--- config.mk ---
export PLATFORM = sky130hd
export DESIGN_NAME = arch_reg_dump_unit
export DESIGN_NICKNAME = d
export VERILOG_FILES = /design/src/rtl/dump_pkg.sv /design/src/rtl/arch_reg_dump_unit.sv
export SDC_FILE = /design/constraint.sdc
export NUM_CORES = 1
export LEC_CHECK = 0
export ABC_AREA = 1
export CORE_ASPECT_RATIO = 1.1
export CORE_MARGIN = 2
export CORE_UTILIZATION = 30
export CTS_CLUSTER_SIZE = 20
export DETAILED_ROUTE_END_ITERATION = 7
export DONT_BUFFER_PORTS = 1
export SKIP_LAST_GASP = 1
export SYNTH_ARGS = -nofsm -noshare
export SYNTH_HDL_FRONTEND = slang
export SYNTH_SLANG_ARGS = --single-unit
--- constraint.sdc ---
create_clock -name clk -period 2.1 [get_ports clk]
set_clock_uncertainty 0.2 [all_clocks]
set_input_delay 0 -clock clk [delete_from_list [all_inputs] [get_ports clk]]
set_output_delay 0 -clock clk [all_outputs]
set_load 0.02 [all_outputs]
--- src/rtl/dump_pkg.sv ---
// Shared types and widths for the architectural-register dump engine.
package dump_pkg;

    localparam int NUM_ARCH = 32;
    localparam int NUM_PHYS = 128;
    localparam int DATA_W   = 32;
    localparam int ARCH_W   = $clog2(NUM_ARCH);
    localparam int PHYS_W   = $clog2(NUM_PHYS);

    typedef enum logic [2:0] {
        IDLE,
        WAIT_Q,
        MAP,
        PRF,
        OUT
    } dump_state_t;

    typedef struct packed {
        logic [ARCH_W-1:0] arch;
        logic [PHYS_W-1:0] phys;
        logic [DATA_W-1:0] data;
        logic              last;
    } dump_beat_t;

    // Range walk wraps from the top architectural register back to 0.
    function automatic logic [ARCH_W-1:0] next_arch(input logic [ARCH_W-1:0] a);
        return (a == ARCH_W'(NUM_ARCH - 1)) ? '0 : a + 1'b1;
    endfunction

endpackage

--- src/rtl/arch_reg_dump_unit.sv ---
// Walks a range of arch regs: rename map -> PRF -> {arch,phys,data} beat stream.
// One beat per 4 cycles at full rate; beats hold until out_ready; abort wins over all but reset.
module arch_reg_dump_unit
    import dump_pkg::*;
#(
    parameter bit ZERO_X0 = 1'b1
) (
    input  logic              clk,
    input  logic              reset,
    input  logic              req_valid,
    output logic              req_ready,
    input  logic [ARCH_W-1:0] req_first,
    input  logic [ARCH_W-1:0] req_last,
    input  logic              abort,
    input  logic              quiesce,
    output logic [ARCH_W-1:0] map_rd_idx,
    input  logic [PHYS_W-1:0] map_rd_phys,
    output logic [PHYS_W-1:0] prf_rd_idx,
    input  logic [DATA_W-1:0] prf_rd_data,
    output logic              out_valid,
    input  logic              out_ready,
    output logic [ARCH_W-1:0] out_arch,
    output logic [PHYS_W-1:0] out_phys,
    output logic [DATA_W-1:0] out_data,
    output logic              out_last,
    output logic              busy
);

    dump_state_t       state;
    dump_state_t       state_nx;
    logic [ARCH_W-1:0] cur;
    logic [ARCH_W-1:0] last_q;
    logic [PHYS_W-1:0] phys_q;
    logic [DATA_W-1:0] data_q;
    logic              accept;
    logic              at_last;
    dump_beat_t        beat;

    assign accept  = req_valid && (state == IDLE) && !abort;
    assign at_last = (cur == last_q);

    always_comb begin
        state_nx = state;
        case (state)
            IDLE:    if (accept)    state_nx = WAIT_Q;
            WAIT_Q:  if (quiesce)   state_nx = MAP;
            MAP:                    state_nx = PRF;
            PRF:                    state_nx = OUT;
            OUT:     if (out_ready) state_nx = at_last ? IDLE : WAIT_Q;
            default:                state_nx = IDLE;
        endcase
        if (abort) state_nx = IDLE;
    end

    always_ff @(posedge clk) begin
        if (reset) begin
            state  <= IDLE;
            cur    <= '0;
            last_q <= '0;
            phys_q <= '0;
            data_q <= '0;
        end else begin
            state <= state_nx;
            if (accept) begin
                cur    <= req_first;
                last_q <= req_last;
            end
            if (!abort) begin
                if (state == MAP) phys_q <= map_rd_phys;
                if (state == PRF) data_q <= (ZERO_X0 && cur == '0) ? '0 : prf_rd_data;
                // A beat taken in the same cycle as abort is not advanced past.
                if (state == OUT && out_ready && !at_last) cur <= next_arch(cur);
            end
        end
    end

    always_comb begin
        beat       = '0;
        map_rd_idx = '0;
        prf_rd_idx = '0;
        if (state == MAP) map_rd_idx = cur;
        if (state == PRF) prf_rd_idx = phys_q;
        if (state == OUT) begin
            beat.arch = cur;
            beat.phys = phys_q;
            beat.data = data_q;
            beat.last = at_last;
        end
    end

    assign out_valid = (state == OUT);
    assign out_arch  = beat.arch;
    assign out_phys  = beat.phys;
    assign out_data  = beat.data;
    assign out_last  = beat.last;
    assign req_ready = (state == IDLE);
    assign busy      = (state != IDLE);

endmodule
==> results of run 1 <==
## critical path: stages (launching register included)
cell and delay, ns:
dfxtp_2 0.36, inv_2 0.07, nand2_2 0.08, nor2_4 0.32, nand3_2 0.08, dlygate4sd3_1 0.57
nand2_1 0.07, inv_1 0.04, nand2_1 0.05, nand2_1 0.05, nor2_1 0.08
## power by group
part           total (mW)  internal (mW)  switching (mW)  leakage (nW)
Sequential           1.01          0.999          0.0126         0.421
Clock               0.590          0.237           0.353        0.0404
Combinational       0.279          0.132           0.146          1.08
Total                1.88           1.37           0.512          1.54
## stage by stage
step	cells	worst slack (ns)	hold WS (ns)	total power [mW]
6_report	588	0.0736	0.128	1.88
5_1_grt	588	-0.0623	0.191	1.98
4_1_cts	585	0.0345	0.102	1.90
3_5_place_dp	516	0.347	-0.120	1.19
3_3_place_gp	516	0.407	-0.122	1.18
2_1_floorplan	373	0.580	-0.0373	1.16
## per-layer routing
metal	track usage (%)	vias up	wire length, um
met5	0	-	0
met4	4.49	0	78
met3	2.16	7	370
met2	27.4	87	3910
met1	16.4	1249	3350
li1	-	1381	-
## layout by cell type (no fill, tap or decap), types with 5 or more instances in the layout
cell	n
nand3_1	6
inv_1	58
nand3_2	5
buf_4	53
dlygate4sd3_1	58
nor2_1	81
a21oi_1	48
nand2_1	34
o21ai_0	12
a211oi_2	32
clkbuf_8	5
dfxtp_1	50
## registers in the layout (all words and copies together) (netlist names)
signal  cells
last_q      5
cur         5
phys_q      7
data_q     32
state       3
## worst paths after layout
path / slack [ns] / endpoint / cells after the start
worst max-delay path: 0.07 / cur[0] / 10
worst max register to register: 0.07 / cur[0] / 10
worst min register to register: 0.27 / last_q[2] / 2
worst min-delay path: 0.13 / phys_q[3] / 3
## layout make-up
| cell class | count | area [um^2] |
|---|---|---|
| timing repair buffer | 114 | 1030 |
| clock buffer | 5 | 68.8 |
| fill | 873 | 5020 |
| inverter | 64 | 249 |
| sequential | 52 | 1040 |
| clock inverter | 3 | 23.8 |
| tap | 114 | 143 |
| multi-input combinational | 236 | 1390 |
## kinds of logic after synthesis
logic type	Yosys count	synth area share [%]
and+or+nand+nor	137	21.9
AOI/OAI and AO/OA	95	25.7
buffers and inverters	85	13.4
DFF	52	37.4
adders and majority gates	3	1.35
xor gates and xnor gates	1	0.314
## timing repair
item                                    in CTS  in global routing
endpoints found under the setup margin       0                  6
resized for setup                            0                  8
buffers inserted                             0                  5
endpoints found under the hold margin       52                  0
hold buffers                                61                  0
==> summary.txt, run 1 <==
Status
  • Outcome: complete, no violations

Critical path
  • Crit-path max FO: 7
  • CP Launch Type: flip-flop
  • Critical R2R Launch: state[0]
  • Setup crit end kind: flip-flop
  • CP required: 2.15 ns
  • CP Data Arrival Time: 2.08 ns
  • Critical path class: reg2reg
  • CP Launch Point: state[0]

Synth
  • #FFs+latches synth: 52
  • Top cells by area, synth: dfxtp_1 37%, a211oi_2 14%, nor2_1 11%, a21oi_1 8.6%, inv_1 7.9%
  • Number of synthesized flops with an enable pin: 0
  • Top_reg_cell synth: dfxtp_1
  • Share of the synthesized area in the top cell type: 37.4%
  • Area leader, netlist: dfxtp_1
  • Mapped Cells: 373
  • Post-Syn Nets: 431
  • Synth async-reset ratio: 0%
  • Cell variety after synth: 25
  • Top cells by count, synth: 81 x nor2_1, 59 x inv_1, 52 x dfxtp_1
  • Synth Warn #: 0
  • Avg Synthesized Cell Area: 7.47 um^2
  • Post-synthesis cell area: 0.00279 mm^2
  • Sequential area share after synthesis: 37.4%
  • Most frequent cell after synthesis: nor2_1

Die
  • Die Span X: 95.9 um
  • Initial core utilization: 31.1%
  • FP Rows: 36
  • Vert. Die Dim: 105 um
  • Core Region: 0.00896 mm^2
  • I/O pin count: 115
  • Die area: 0.0101 mm^2

Detailed routing
  • Final WL: 7720 um
  • Via total after detailed routing: 2724
  • Routed length per instance: 13.1 um
  • Final ANT Viol Nets: 0
  • Drt pass-1 iters: 4
  • Initial drt markers: 80
  • Vias per inst: 4.63
  • Drt drc: 0

STA
  • Slew Viols, Final: 0
  • Worst-Margin Slew: 0.788 ns
  • Setup-failing EPs final: 0
  • Crit share post-route: 96.5%
  • Setup TNS: 0 ns
  • RSZ-0062 raised after global routing: true
  • Fmax: 493 MHz
  • Max-slew headroom: 47.4%
  • Fin crit period: 2.03 ns
  • Count of final hold-check violations: 0

Clocking
  • Clock-pin slew on the worst setup and hold paths: 0.10 ns
  • Root Buffer: clkbuf_8
  • Cts bufs inserted: 5
  • Clock Path Buffers: 2
  • H-tree depth: 2
  • Clock latency at the later pin of the worst-skew pair: 0.30 ns
  • CTS tree: yes
  • Clock Sinks: 52

Placement
  • Routability cong.: 0.792
  • # port buffers: 0
  • Detailed placement HPWL: 4870 um
  • DP Area: 0.00319 mm^2

Power and ir drop
  • Leak Pwr: 1.54 nW
  • Peak supply drop: 259 uV
  • Pwr per Cell Area: 477 mW/mm^2

Global routing
  • Initial antenna violation count: 0
  • First-pass GRT wire length: 11800 um
  • Vias in the first global route: 2643
  • Largest net degree at the start of global routing: 65
  • Total track usage: 14.6%
  • Congestion Overflow GR: 0

Final layout
  • Design Area, Final: 0.00394 mm^2
  • Layout net count: 531
  • Core Util, Final: 44.0%
  • Inserted Diodes: 0
  • Syn-to-layout area delta: 41.5%
  • Layout cells sized above 1: 25.1%

Hold path
  • Hold path start: abort
  • Min-delay worst type: in2reg

Flow run
  • Max Cap Violations: 0
Power figures use the tool's default switching activity.
==> run 2: changes to the inputs <==
- CTS_CLUSTER_DIAMETER: not set -> 120
- HOLD_SLACK_MARGIN: not set -> 0.03
- PLACE_DENSITY: not set -> 0.5
==> summary.txt, run 2 (synthesis results as in run 1) <==
Status
  • Outcome: complete, no violations

Final layout
  • Most common cell after layout, fill and taps aside: nor2_1
  • Layout net count: 524 (-1.3%)
  • Syn-to-layout area delta: 39.2%
  • Inserted Diodes: 0 (unchanged)
  • Top reg by flops: data_q
  • Fill cells: 880 (+0.80%)
  • Top flop regs: data_q x32, phys_q x7
  • Max reg flops: 32 (unchanged)
  • Most frequent cells in the layout: 81 x nor2_1, 59 x inv_1, 55 x dlygate4sd3_1, 50 x dfxtp_1, 49 x buf_4
  • Layout cells sized above 1: 24.2% (-0.91 points)

Clocking
  • Clock Path Buffers: 2 (unchanged)
  • Cts bufs inserted: 5 (unchanged)
  • CTS tree: yes
  • Root Buffer: clkbuf_8
  • Clock Sinks: 52 (unchanged)
  • H-tree depth: 2 (unchanged)
  • Clock latency at the later pin of the worst-skew pair: 0.30 ns (about the same)
  • Clock-pin slew on the worst setup and hold paths: 0.10 ns (about the same)

Detailed routing
  • Drt pass-1 iters: 4 (unchanged)
  • Initial drt markers: 92 (+15%)
  • Met2 WL: 3520 um (-10%)
  • M1 WL: 3440 um (+2.5%)
  • Final WL: 7460 um (-3.3%)
  • Routed length per instance: 12.8 um (-2.2%)
  • Met3 routed WL: 441 um (+19%)
  • Vias per inst: 4.56 (-1.7%)
  • Drt drc: 0 (unchanged)
  • Highest Signal Layer: met4
  • Final ANT Viol Nets: 0 (unchanged)
  • Via total after detailed routing: 2647 (-2.8%)

Power and ir drop
  • Pwr per Cell Area: 480 mW/mm^2 (+0.64%)
  • Peak supply drop: 310 uV (+19%)
  • Leak Pwr: 1.52 nW (-1.5%)

Critical path
  • R2R cell count: 5 (-5)
  • CP max stage cell: dfxtp_1
  • Setup crit end kind: output pin
  • CP required: 1.90 ns (-0.25 ns)
  • Max stage delay on crit path: 0.53 ns (-0.04 ns)
  • Crit path buffers/inverters: 2 (-1)
  • Critical path class: reg2out
  • Worst path cell trace: nor2_2 > nand2_2 > buf_6 > nor2_1 > buf_4
  • Largest delay share family, worst path: flip-flops
  • CP Data Arrival Time: 1.77 ns (-0.31 ns)
  • CP Launch Type: flip-flop
  • Stages on worst setup path: 5 (-5)
  • Crit-path max FO: 41 (+34)

STA
  • Fin crit period: 1.97 ns (-0.0582 ns)
  • Hold WS: 0.0665 ns (-0.0610 ns)
  • Slew Viols, Final: 0 (unchanged)
  • Count of final hold-check violations: 0 (unchanged)
  • Crit share post-route: 93.7% (-2.8 points)
  • Max-slew headroom: 46.2% (-1.3 points)
  • Setup TNS: 0 ns (unchanged)
  • Setup-failing EPs final: 0 (unchanged)
  • Worst-Margin Slew: 0.807 ns (+0.0191 ns)
  • RSZ-0062 raised after global routing: false
  • Fmax: 508 MHz (+3.0%)

Die
  • FP Rows: 36 (unchanged)
  • Vert. Die Dim: 105 um (unchanged)
  • Die area: 0.0101 mm^2 (unchanged)
  • Die Span X: 95.9 um (unchanged)
  • Core Region: 0.00896 mm^2 (unchanged)
  • Initial core utilization: 31.1% (unchanged)
  • I/O pin count: 115 (unchanged)

Global routing
  • Total track usage: 14.2% (-0.38 points)
  • Vias in the first global route: 2417 (-8.6%)
  • Congestion Overflow GR: 0 (unchanged)
  • First-pass GRT wire length: 11600 um (-1.1%)
  • Largest net degree at the start of global routing: 65 (unchanged)
  • Initial antenna violation count: 0 (unchanged)

Placement
  • Detailed placement HPWL: 4730 um (-3.0%)
  • # port buffers: 0 (unchanged)
  • Routability cong.: 0.739 (-6.7%)

Flow run
  • Max Cap Violations: 0 (unchanged)

Hold path
  • Hold depth: 3 (unchanged)
  • Min-delay worst type: in2reg
==> run 2: metal layers <==
layer	track usage [%]	vias to the layer above
li1	-	1377
met1	18.5	1184
met2	23.9	80
met3	2.96	6
met4	3.06	0
met5	0	-
==> run 2: layout make-up <==
type	instances	area, um^2	share of cell area [%]
Tap cell	114	143	3.68
Multi-Input combinational cell	236	1380	35.6
Sequential cell	52	1050	27.0
Inverter	64	245	6.32
Clock inverter	3	23.8	0.613
Clock buffer	5	68.8	1.77
Timing Repair Buffer	107	970	25.0
==> run 2: worst paths after layout <==
kind,startpoint,end,slack (ns)
min reg2reg,data_q[17],data_q[17],0.28
max reg2reg,state[0],data_q[19],0.25
max,state[1],out_data[20],0.13
min,abort,phys_q[6],0.07
==> run 2: timing repair <==
action,CTS,global route
endpoints found under the hold margin,52,0
hold buffers,58,0
endpoints found under the setup margin,1,2
pin swaps,0,5
gates resized for setup,1,6
setup buffers,0,2
==> run 2: report_power, final <==
| group | leakage [nW] | internal [mW] | switching (mW) | total [mW] |
|---|---|---|---|---|
| Sequential | 0.422 | 0.998 | 0.0126 | 1.01 |
| Clock | 0.0404 | 0.237 | 0.348 | 0.585 |
| Combinational | 1.06 | 0.122 | 0.143 | 0.264 |
| Total | 1.52 | 1.36 | 0.504 | 1.86 |
==> run 2: through the flow <==
stage	total power, mW	worst slack (ns)	util [%]	cell area (um^2)	instances
after CTS	1.90	0.0406	43.1	3860	581
after floorplan	1.16	0.580	-	2790	373
after detailed placement	1.19	0.326	35.5	3180	515
after global placement	1.19	0.353	35.5	3180	515
after global routing	1.96	0.00832	43.3	3880	581
final	1.86	0.132	43.3	3880	581
==> run 2: tightest hold or removal path, delay by kind of cell <==
| family | cells | cell delay (ns) |
|---|---|---|
| AOI/OAI and AO/OA | 1 | 0.12 |
| buffers and inverters | 1 | 0.06 |
| and+or+nand+nor | 1 | 0.35 |
